===== src/rtl/rom_copy_if.sv =====
// Bus bundle for rom_copy_engine: copy request, status, ROM macro port
// and destination write port. The master modport is the engine side.
// With ROM_COPY_CHECKSUM_EN defined the bundle also carries checksum.
interface rom_copy_if #(
   parameter int ROM_AW = 11,
   parameter int DATA_W = 32,
   parameter int DST_AW = 32
);
   logic              start;
   logic [ROM_AW-1:0] src_addr;
   logic [DST_AW-1:0] dst_addr;
   logic [ROM_AW:0]   word_count;
   logic              busy;
   logic              done;
   logic              rom_me;
   logic              rom_oe;
   logic [ROM_AW-1:0] rom_address;
   logic [DATA_W-1:0] rom_q;
   logic              wr_valid;
   logic              wr_ready;
   logic [DST_AW-1:0] wr_addr;
   logic [DATA_W-1:0] wr_data;
`ifdef ROM_COPY_CHECKSUM_EN
   logic [DATA_W-1:0] checksum;

   modport master (
      input  start, src_addr, dst_addr, word_count, rom_q, wr_ready,
      output busy, done, rom_me, rom_oe, rom_address, wr_valid, wr_addr, wr_data,
             checksum
   );
   modport slave (
      output start, src_addr, dst_addr, word_count, rom_q, wr_ready,
      input  busy, done, rom_me, rom_oe, rom_address, wr_valid, wr_addr, wr_data,
             checksum
   );
`else
   modport master (
      input  start, src_addr, dst_addr, word_count, rom_q, wr_ready,
      output busy, done, rom_me, rom_oe, rom_address, wr_valid, wr_addr, wr_data
   );
   modport slave (
      output start, src_addr, dst_addr, word_count, rom_q, wr_ready,
      input  busy, done, rom_me, rom_oe, rom_address, wr_valid, wr_addr, wr_data
   );
`endif
endinterface


===== src/rtl/rom_copy_engine.sv =====
// rom_copy_engine: copies word_count words from a synchronous ROM macro
// (one-cycle read latency) to a valid/ready write port, one word per
// FETCH -> LATCH -> WRITE pass. Optional feature macro:
// ROM_COPY_CHECKSUM_EN adds a running modulo-2^DATA_W sum of written words.
//
// Write handshake: wr_valid rises in WRITE and stays high with wr_addr and
// wr_data held constant until a rising edge sees wr_valid && wr_ready; that
// edge is the transfer. Only reset may drop wr_valid before the transfer.
module rom_copy_engine #(
   parameter int ROM_AW = 11,
   parameter int DATA_W = 32,
   parameter int DST_AW = 32
) (
   input  logic        clock,
   input  logic        reset_n,
   rom_copy_if.master  bus,
   output logic [2:0]  dbg_state_o
);

   localparam int CNT_W = ROM_AW + 1;

   typedef enum logic [2:0] {
      S_IDLE  = 3'd0,
      S_FETCH = 3'd1,
      S_LATCH = 3'd2,
      S_WRITE = 3'd3,
      S_DONE  = 3'd4
   } state_t;

   state_t            state_q, state_d;
   logic [ROM_AW-1:0] src_q, src_d;
   logic [DST_AW-1:0] dst_q, dst_d;
   logic [CNT_W-1:0]  rem_q, rem_d;
   logic [DATA_W-1:0] data_q, data_d;
`ifdef ROM_COPY_CHECKSUM_EN
   logic [DATA_W-1:0] checksum_q, checksum_d;
`endif

   // State and datapath registers with synchronous active-low reset.
   always_ff @(posedge clock) begin
      if (!reset_n) begin
         state_q    <= S_IDLE;
         src_q      <= '0;
         dst_q      <= '0;
         rem_q      <= '0;
         data_q     <= '0;
`ifdef ROM_COPY_CHECKSUM_EN
         checksum_q <= '0;
`endif
      end else begin
         state_q    <= state_d;
         src_q      <= src_d;
         dst_q      <= dst_d;
         rem_q      <= rem_d;
         data_q     <= data_d;
`ifdef ROM_COPY_CHECKSUM_EN
         checksum_q <= checksum_d;
`endif
      end
   end

   // Next-state and datapath updates; request inputs are only looked at in IDLE.
   always_comb begin
      state_d    = state_q;
      src_d      = src_q;
      dst_d      = dst_q;
      rem_d      = rem_q;
      data_d     = data_q;
`ifdef ROM_COPY_CHECKSUM_EN
      checksum_d = checksum_q;
`endif
      case (state_q)
         S_IDLE: begin
            if (bus.start) begin
               src_d = bus.src_addr;
               dst_d = bus.dst_addr;
               rem_d = bus.word_count;
`ifdef ROM_COPY_CHECKSUM_EN
               checksum_d = '0;
`endif
               // A zero-length request goes straight to DONE without touching the ROM.
               state_d = (bus.word_count != '0) ? S_FETCH : S_DONE;
            end
         end
         S_FETCH: state_d = S_LATCH;
         S_LATCH: begin
            data_d  = bus.rom_q;
            state_d = S_WRITE;
         end
         S_WRITE: begin
            if (bus.wr_ready) begin
               // Pointers wrap silently at their natural widths.
               src_d = src_q + ROM_AW'(1);
               dst_d = dst_q + DST_AW'(4);
               rem_d = rem_q - CNT_W'(1);
`ifdef ROM_COPY_CHECKSUM_EN
               checksum_d = checksum_q + data_q;
`endif
               state_d = (rem_q == CNT_W'(1)) ? S_DONE : S_FETCH;
            end
         end
         S_DONE:  state_d = S_IDLE;
         default: state_d = S_IDLE;
      endcase
   end

   // Outputs are decoded from state and registers only, so all reset to zero.
   always_comb begin
      bus.busy        = (state_q == S_FETCH) || (state_q == S_LATCH) || (state_q == S_WRITE);
      bus.done        = (state_q == S_DONE);
      bus.rom_me      = (state_q == S_FETCH);
      bus.rom_oe      = bus.busy;
      bus.rom_address = src_q;
      bus.wr_valid    = (state_q == S_WRITE);
      bus.wr_addr     = dst_q;
      bus.wr_data     = data_q;
`ifdef ROM_COPY_CHECKSUM_EN
      bus.checksum    = checksum_q;
`endif
      dbg_state_o     = state_q;
   end

endmodule


===== src/flat_wrapper.sv =====
// flat-port wrapper written by rule: the top's interface ports become plain ports
module rom_copy_engine_flat 
#(
   parameter int ROM_AW = 11,
   parameter int DATA_W = 32,
   parameter int DST_AW = 32
)
  (clock, reset_n, dbg_state_o, bus_start, bus_src_addr, bus_dst_addr, bus_word_count, bus_rom_q, bus_wr_ready, bus_busy, bus_done, bus_rom_me, bus_rom_oe, bus_rom_address, bus_wr_valid, bus_wr_addr, bus_wr_data);
  rom_copy_if #(.ROM_AW(ROM_AW), .DATA_W(DATA_W), .DST_AW(DST_AW)) bus_i ();
  input  logic clock;
  input  logic reset_n;
  output logic [2:0] dbg_state_o;
  input wire logic [$bits(bus_i.start)-1:0] bus_start;
  input wire logic [$bits(bus_i.src_addr)-1:0] bus_src_addr;
  input wire logic [$bits(bus_i.dst_addr)-1:0] bus_dst_addr;
  input wire logic [$bits(bus_i.word_count)-1:0] bus_word_count;
  input wire logic [$bits(bus_i.rom_q)-1:0] bus_rom_q;
  input wire logic [$bits(bus_i.wr_ready)-1:0] bus_wr_ready;
  output wire logic [$bits(bus_i.busy)-1:0] bus_busy;
  output wire logic [$bits(bus_i.done)-1:0] bus_done;
  output wire logic [$bits(bus_i.rom_me)-1:0] bus_rom_me;
  output wire logic [$bits(bus_i.rom_oe)-1:0] bus_rom_oe;
  output wire logic [$bits(bus_i.rom_address)-1:0] bus_rom_address;
  output wire logic [$bits(bus_i.wr_valid)-1:0] bus_wr_valid;
  output wire logic [$bits(bus_i.wr_addr)-1:0] bus_wr_addr;
  output wire logic [$bits(bus_i.wr_data)-1:0] bus_wr_data;
  assign bus_i.start = bus_start;
  assign bus_i.src_addr = bus_src_addr;
  assign bus_i.dst_addr = bus_dst_addr;
  assign bus_i.word_count = bus_word_count;
  assign bus_i.rom_q = bus_rom_q;
  assign bus_i.wr_ready = bus_wr_ready;
  assign bus_busy = bus_i.busy;
  assign bus_done = bus_i.done;
  assign bus_rom_me = bus_i.rom_me;
  assign bus_rom_oe = bus_i.rom_oe;
  assign bus_rom_address = bus_i.rom_address;
  assign bus_wr_valid = bus_i.wr_valid;
  assign bus_wr_addr = bus_i.wr_addr;
  assign bus_wr_data = bus_i.wr_data;
  rom_copy_engine #(.ROM_AW(ROM_AW), .DATA_W(DATA_W), .DST_AW(DST_AW)) u_core (.clock(clock), .reset_n(reset_n), .bus(bus_i), .dbg_state_o(dbg_state_o));
endmodule

===== config.mk =====
export PLATFORM = sky130hd
export DESIGN_NAME = rom_copy_engine_flat
export DESIGN_NICKNAME = d
export VERILOG_FILES = /design/src/rtl/rom_copy_if.sv /design/src/rtl/rom_copy_engine.sv /design/src/flat_wrapper.sv
export SDC_FILE = /design/constraint.sdc
export NUM_CORES = 1
export LEC_CHECK = 0
export BUFFER_PORTS_ARGS = -buffer_cell sky130_fd_sc_hd__buf_2
export CORE_MARGIN = 10
export CORE_UTILIZATION = 54
export DETAILED_ROUTE_END_ITERATION = 7
export HOLD_SLACK_MARGIN = 0.02
export MAX_ROUTING_LAYER = met4
export PLACE_DENSITY_LB_ADDON = 0.12
export SYNTH_ARGS = -nofsm -noshare
export SYNTH_HDL_FRONTEND = slang
export SYNTH_SLANG_ARGS = --single-unit

===== constraint.sdc =====
create_clock -name clock -period 5.2 [get_ports clock]
set_clock_uncertainty 0.05 [all_clocks]
set_input_delay 1.56 -clock clock [delete_from_list [all_inputs] [get_ports clock]]
set_output_delay 1.56 -clock clock [all_outputs]
set_load 0.02 [all_outputs]

; ---- Word-level counts from Yosys, hierarchy flattened
; Cells that the tools add are included.
[totals]
register_bits = 90
input_bits = 91
output_inout_bits = 83
wordCells = 36
[op_classes]
n_eq_ne = 7
n_mux = 14
add_sub_neg = 3
reduce_logical = 7
[ops]
columns = operator, count
row1 = 2-to-1 mux 32 bit, 2
row2 = case mux 32 bit (2 select lines), 1
row3 = "adder 32 x 3 -> 32 bit, second input constant", 1
row4 = 2-to-1 mux 12 bit, 2
row5 = case mux 12 bit (2 select lines), 1
row6 = 2-to-1 mux 11 bit, 2
row7 = case mux 11 bit (2 select lines), 1
row8 = "== test 12 x 1 -> 1 bit, second input constant", 1
row9 = 2-to-1 mux 3 bit, 4
row10 = case mux 3 bit (4 select lines), 1
row11 = nonzero test 12 bit, 1
row12 = "subtractor 12 x 1 -> 12 bit, second input constant", 1
row13 = "adder 11 x 1 -> 11 bit, second input constant", 1
row14 = "== test 3 x 2 -> 1 bit, second input constant", 2
row15 = "inequality test 2 bit, second input constant", 2
row16 = "== test 3 x 1 -> 1 bit, second input constant", 1
row17 = "== test 3 bit, second input constant", 1
row18 = zero test 3 bit, 1
row19 = AND reduction 3 bit, 1
row20 = logical OR 1 bit, 2
row21 = AND reduction 2 bit, 1
row22 = nonzero test 2 bit, 1

; ---- Depth between registers and ports, before layout
; Gate-level depths: netlist of the first run.
[logic_depth]
depth_word = 4
mapped_depth = 9
depth_no_buf = 7

; ---- Least setup slack after synthesis of the first run
; No wires, ideal clock.
[synth_path]
path_type = input to register
from = in bus_start
to = reg u_core.dst_q[20], in the netlist u_core.bus.wr_addr[20]
arrival_ns = 2.948
setup_ns = 0.091
t_required_ns = 5.059
slack_ns = 2.111
n_path_buf = 1
cell_stages = 5
cell_sequence = or3b_4 -> a21o_1 -> buf_6 -> or4_1 -> a311oi_1
[synth_via]
elab_chain_cells = 2
[synth_lines]
columns = item, line_no
row1 = start: declaration, flat_wrapper.sv:13  ; input wire logic [$bits(bus_i.start)-1:0] bus_start;
row2 = inequality test 2 bit (no source line), --
row3 = AND reduction 3 bit (no source line), --
row4 = end signal: assignment, rom_copy_engine.sv:53  ; dst_q <= dst_d;
row5 = end: declaration, rom_copy_engine.sv:32  ; logic [DST_AW-1:0] dst_q, dst_d;
; No other way between the ends.
; A chain may end at the register's enable or synchronous reset.

; ---- Worst setup path after layout of the first run
[layout_path]
from = in bus_start
to = reg u_core.dst_q[15], in the netlist u_core.bus.wr_addr[15]
; Same word-level chain as after synthesis.

==> metrics.yaml, run 1 <==
status: "finished clean"
post-synth-top-area-cell: "dfxtp_1"
cts_repair_resize_count: 0
synth_edf_count: 0
synth-adder-area-share_pct: 1.072
swShare_pct: 37.94
fin_worst_hold_slack_ps: 405.3
p_switching_uw: 692.1
synth-async-reset-ratio_pct: 0
grt_usage_pct: 23.37
n_fill_cell: 747
synthSimpleGateAreaFrac_pct: 30.29
synth_ff_type: "dfxtp_1"
syn_nets: 739
rsz0062_at_grt: "no"
rows: 33
synth_top_family_by_area: "simple AND/OR/NAND/NOR gates"
layout-drive-gt1-share_pct: 26.14
hold_path_class: "flop to flop"
synth_area_mm2: 0.004668
pwr_density_cell_mw_per_mm2: 320.8
synth_area_per_cell_um2: 7.249
synth_xor_area_share_pct: 0
vdd_drop_max_mv: 0.1957
cap_violations: 0
end_kind: "flop"
start_util_pct: 56.25
synth_warnings: 0
clock.fmax_mhz: 302.3
arrival_ps: 3510
ys_seq_area_share_pct: 38.60
io_pins: 174
synth_area_leaders: "dfxtp_1 39%, nand2_1 10%, a21oi_1 7.5%"
cp_cell_sequence: "buf_2, or3b_4, a21oi_4, nand2_1, o221ai_1, a21oi_1"
dr.pass1.iters: 5
p_seq_share_pct: 46.5
whs_path_depth: 2
critPathMaxFanout: 35
required_ps: 5400
path_class: "primary input to flop"
clk_pin_slew_ps: 100
synth_compound_area_share_pct: 24.28
p_clk_share_pct: 24.7
viasPerCell: 5.976
p_int_mw: 1.132
cp_top_family: "compound AO/OA/AOI/OAI gates"
coreArea_mm2: 0.008299
hold_violations: 0
cts_buffer_depth: 2
nets: 878
htreeDepth: 3
drv_slew: 0
slowest_stage: "a21oi_4"
p_comb_share_pct: 28.8
antenna_found_initial: 0
die_area_mm2: 0.01276
path_buf_inv: 1
synth.distinct_cells: 54
ant_nets: 0
cts-buffers-inserted: 9
power.leakage_nw: 2.404
cts_root_buf: "clkbuf_8"
cts_tree: "built"
dp_hpwl_mm: 10.97
die_w_um: 113.0
synthMuxAreaShare_pct: 0.6701
routabilityCongestion: 0.9213
reg2reg_depth: 5
cts_setup_buffers: 0
grt_pass1_wl_mm: 24.92
drt_iter0_drc: 472
fp.dieH_um: 113.0
period_share_pct: 63.62
insertion_delay_ps: 360
cp.depth: 6
synth_top_cell_area_share_pct: 38.60
cts.sinks: 90
num_vias: 5337
hold_buffers: 0
critPathLaunchType: "primary input"
critPathMaxStageDelay_ps: 730
io_buffer_count: 173
grt.overflow.total: 0
diodes: 0
slew_headroom_pct: 24.41
tightestPinTransition_ps: 1134
syn_to_final_growth_pct: 21.79
drc: 0
finalSetupViolations: 0
finalWirelength_mm: 15.20
period_needed_ps: 3308
grt_max_degree: 87
fin_setup_tns_ps: 0
wl_per_cell_um: 17.02
synth_cells: 644
grt_pass1_vias: 5151
synth.ff_latch_count: 90
layer usage:
layer	track usage, %	wire length (um)	vias up
met3	4.437	1254	38
met1	28.08	6181	2433
met2	38.06	7414	266
met4	8.714	351	0
met5	-	0	-
li1	-	-	2600
registers in the layout, indices dropped and copies added (netlist names):
register,flops
u_core.bus.wr_addr,32
u_core.bus.rom_address,11
u_core.dbg_state_o,3
u_core.rem_q,12
u_core.bus.wr_data,32
final cells by class:
class / count / area [um^2] / share of cell area [%]
Timing Repair Buffer: 178 / 903.4 / 15.89
Multi-Input combinational cell: 496 / 2640 / 46.43
Clock buffer: 10 / 127.6 / 2.245
Sequential cell: 90 / 1802 / 31.69
Inverter: 8 / 30.03 / 0.5282
Clock inverter: 6 / 51.30 / 0.9023
Tap cell: 105 / 131.4 / 2.311
layout by cell type (no fill, tap or decap), types with 2 or more instances in the layout:
cell	n
clkbuf_8	9
o21ai_0	43
a211oi_1	4
a31oi_1	13
a21o_1	5
nor3_1	14
or4_1	6
nor2_1	66
a311oi_1	7
nor4_1	4
inv_1	6
o221ai_1	3
and3_1	8
a41oi_1	6
o221a_2	3
buf_2	173
nand2_1	124
or3_1	7
o31ai_1	3
o22ai_1	4
clkinv_4	4
a22o_1	4
inv_2	2
o211ai_1	3
nand4_1	15
mux2i_1	2
buf_4	5
a32oi_1	3
dfxtp_1	90
ha_1	4
and2_1	10
a22oi_1	8
nor3b_1	4
a21oi_1	69
nand3_1	35
final timing paths:
path | slack [ps] | end | from
min | 410 | u_core.bus.wr_data[13]$_SDFFE_PN0P_ | u_core.bus.wr_data[13]$_SDFFE_PN0P_
min reg2reg | 410 | u_core.bus.wr_data[13]$_SDFFE_PN0P_ | u_core.bus.wr_data[13]$_SDFFE_PN0P_
max | 1890 | u_core.bus.wr_addr[15]$_SDFFE_PN0P_ | bus_start
max reg2reg | 2670 | u_core.bus.wr_addr[15]$_SDFFE_PN0P_ | u_core.dbg_state_o[1]$_SDFFE_PN0P_
synth_stat cells, types with 5 or more instances:
master      n
nor3_1     14
inv_1       6
a22oi_1     8
dfxtp_1    90
nand3_1    35
a21o_1      5
a21oi_1    70
or4_1       6
and2_1     10
nand4_1    15
a31oi_1    13
and3_1      8
o21ai_0    43
a311oi_1    7
nand2_1   124
clkbuf_1   43
a41oi_1     6
nor2_1     66
or3_1       7
power by group through the flow:
stage	clock (mW)	combinational (mW)	sequential, mW
6_report	0.451	0.525	0.847
5_1_grt	0.483	0.583	0.859
4_1_cts	0.458	0.526	0.845
3_5_place_dp	0	0.525	0.860
3_3_place_gp	0	0.510	0.857
2_1_floorplan	0	0.292	0.915
through the flow:
step	utilization, %	cell area (um^2)	worst slack [ps]	cells	total power [mW]
floorplan	-	4668	2111	644	1.208
global placement	66.35	5507	1607	877	1.367
detailed placement	66.35	5507	1559	877	1.386
CTS	68.51	5685	1940	893	1.828
global route	68.51	5685	1742	893	1.925
finish	68.51	5685	1892	893	1.824
cells by family (layout without fill, tap and decap cells):
family          count (synthesis)  count (layout)
buf+inv                        58             202
simple gates                  304             304
fa+ha+maj                       4               4
compound gates                185             185
mux                             3               3
flops                          90              90
worst min-delay path, stage by stage (launching register included):
cell and delay (ps):
dfxtp_1 320, nand2_1 50, a21oi_1 50
(Power assumes the default switching activity.)
==> run 2: changes to the inputs <==
--- a/config.mk
+++ b/config.mk
@@ -7,7 +7,7 @@
 export LEC_CHECK = 0
 export BUFFER_PORTS_ARGS = -buffer_cell sky130_fd_sc_hd__buf_2
 export CORE_MARGIN = 10
-export CORE_UTILIZATION = 54
+export CORE_UTILIZATION = 50
 export DETAILED_ROUTE_END_ITERATION = 7
 export HOLD_SLACK_MARGIN = 0.02
 export MAX_ROUTING_LAYER = met4
==> constraint.sdc (replaced) <==
create_clock -name clock -period 3.1 [get_ports clock]
set_clock_uncertainty 0.05 [all_clocks]
set_input_delay 0.93 -clock clock [delete_from_list [all_inputs] [get_ports clock]]
set_output_delay 0.93 -clock clock [all_outputs]
set_load 0.02 [all_outputs]
==> metrics.yaml, run 2 (synthesis results as in run 1) <==
status: "finished clean"
layout-drive-gt1-share_pct: 26.92
most-common-layout-cells: "173 x buf_2, 124 x nand2_1, 90 x dfxtp_1"
n_fill_cell: 894
dr.pass1.iters: 5
antenna_found_initial: 0
path_buf_inv: 2
io_buffer_count: 173
slew_headroom_pct: 27.71
wl_per_cell_um: 17.03
rr_startpoint: "u_core.bus.wr_addr[9]$_SDFFE_PN0P_"
drc: 0
grt_usage_pct: 22.48
start_util_pct: 51.00
syn_to_final_growth_pct: 24.10
setup.worst_path.end: "bus_wr_valid"
clock.fmax_mhz: 400.8
finalSetupViolations: 0
period_needed_ps: 2495
cts-buffers-inserted: 9
fin_setup_tns_ps: 0
required_ps: 2120
rsz0062_at_grt: "no"
cts.sinks: 90
hold_violations: 0
vdd_drop_max_mv: 0.2670
cts_tree: "built"
cts_repair_resize_count: 0
rows: 35
critPathMaxFanout: 12
route.met2.wl_mm: 7.516
hold_buffers: 0
dp_hpwl_mm: 11.29
stdcell_area_mm2: 0.005793
die_area_mm2: 0.01360
cp_cell_sequence: "nand3b_1, inv_2, buf_2"
nets: 885
crit_path_start: "u_core.dbg_state_o[1]$_SDFFE_PN0P_"
critPathLaunchType: "flop"
cts_buffer_depth: 2
io_pins: 174
final_common_cell: "buf_2"
critPathMaxStageDelay_ps: 590
reg2reg_depth: 5
path_class: "flop to output pin"
routabilityCongestion: 0.9715
slowest_stage: "dfxtp_1"
period_share_pct: 80.48
htreeDepth: 3
fin_worst_hold_slack_ps: 405.0
insertion_delay_ps: 360
cts_root_buf: "clkbuf_8"
clk_pin_slew_ps: 100
die_w_um: 116.6
wl_met1_mm: 6.352
grt.overflow.total: 0
num_vias: 5291
ant_nets: 0
drt_iter0_drc: 479
grt_pass1_vias: 4989
reg2reg_to: "u_core.bus.wr_addr[26]$_SDFFE_PN0P_"
cap_violations: 0
coreArea_mm2: 0.009153
hold_path_class: "flop to flop"
grt_max_degree: 50
drv_slew: 0
fp.dieH_um: 116.6
power.leakage_nw: 2.456
grt_pass1_wl_mm: 24.32
pwr_density_cell_mw_per_mm2: 549.4
met3_length_mm: 1.204
cts_setup_buffers: 0
top_layer: "met4"
arrival_ps: 1520
cp.depth: 3
dpl_cell_area_mm2: 0.005579
viasPerCell: 5.840
total_power_mw: 3.182
rrSetupSlack_ps: 710
end_kind: "output pin"
diodes: 0
cp_top_family: "flip-flops"
finalWirelength_mm: 15.43
tightestPinTransition_ps: 1084
run 2: cell count changes in the layout (fill, tap and decap cells not counted), sizes merged:
cell | before | now
buf | 178 | 185
bufinv | 0 | 1
clkbuf | 10 | 11
clkinv | 4 | 2
clkinvlp | 1 | 2
inv | 9 | 8
run 2: worst min path at each step:
stage	startpoint	to	slack, ps	cells past startpoint
after floorplan	u_core.rem_q[1]$_SDFFE_PN0P_	u_core.rem_q[1]$_SDFFE_PN0P_	400	2
after global placement	u_core.bus.wr_addr[0]$_SDFFE_PN0P_	u_core.bus.wr_addr[0]$_SDFFE_PN0P_	390	2
after detailed placement	u_core.bus.wr_data[8]$_SDFFE_PN0P_	u_core.bus.wr_data[8]$_SDFFE_PN0P_	390	2
after CTS	u_core.bus.wr_data[8]$_SDFFE_PN0P_	u_core.bus.wr_data[8]$_SDFFE_PN0P_	410	2
after global routing	u_core.bus.wr_data[27]$_SDFFE_PN0P_	u_core.bus.wr_data[27]$_SDFFE_PN0P_	430	2
final	u_core.bus.wr_data[8]$_SDFFE_PN0P_	u_core.bus.wr_data[8]$_SDFFE_PN0P_	400	2
run 2: power breakdown:
part	internal, mW	switching [mW]	total (mW)
sequential	1.28	0.140	1.42
clock	0.420	0.441	0.861
combinational	0.330	0.570	0.901
run 2: metal layers:
metal / track usage, % / up-vias
li1: - / 2602
met1: 27.19 / 2427
met2: 36.20 / 229
met3: 4.366 / 33
met4: 8.896 / 0
met5: - / -
run 2: final cells by class:
type / instances / area [um^2] / area share (%)
clock buffers: 11 / 151.4 / 2.613
clock inverters: 5 / 62.56 / 1.080
inverters: 8 / 30.03 / 0.5184
multi-input cells: 496 / 2640 / 45.57
flip-flops and latches: 90 / 1802 / 31.10
well taps: 111 / 138.9 / 2.397
repair buffers: 185 / 968.4 / 16.72
run 2: worst register-to-register path, cell delays in order (launching register included):
cell	delay, ps
dfxtp_1	470
nand3_1	230
nor4_2	890
nand4_1	240
mux2_2	320
a31oi_1	110
run 2: per-stage QoR:
| stage | utilization, % | worst slack (ps) | cells |
|---|---|---|---|
| 2_1_floorplan | - | 641.1 | 644 |
| 3_3_place_gp | 60.96 | 471.8 | 890 |
| 3_5_place_dp | 60.96 | 452.3 | 890 |
| 4_1_cts | 63.29 | 609.3 | 906 |
| 5_1_grt | 63.29 | 476.9 | 906 |
| 6_report | 63.29 | 605.0 | 906 |
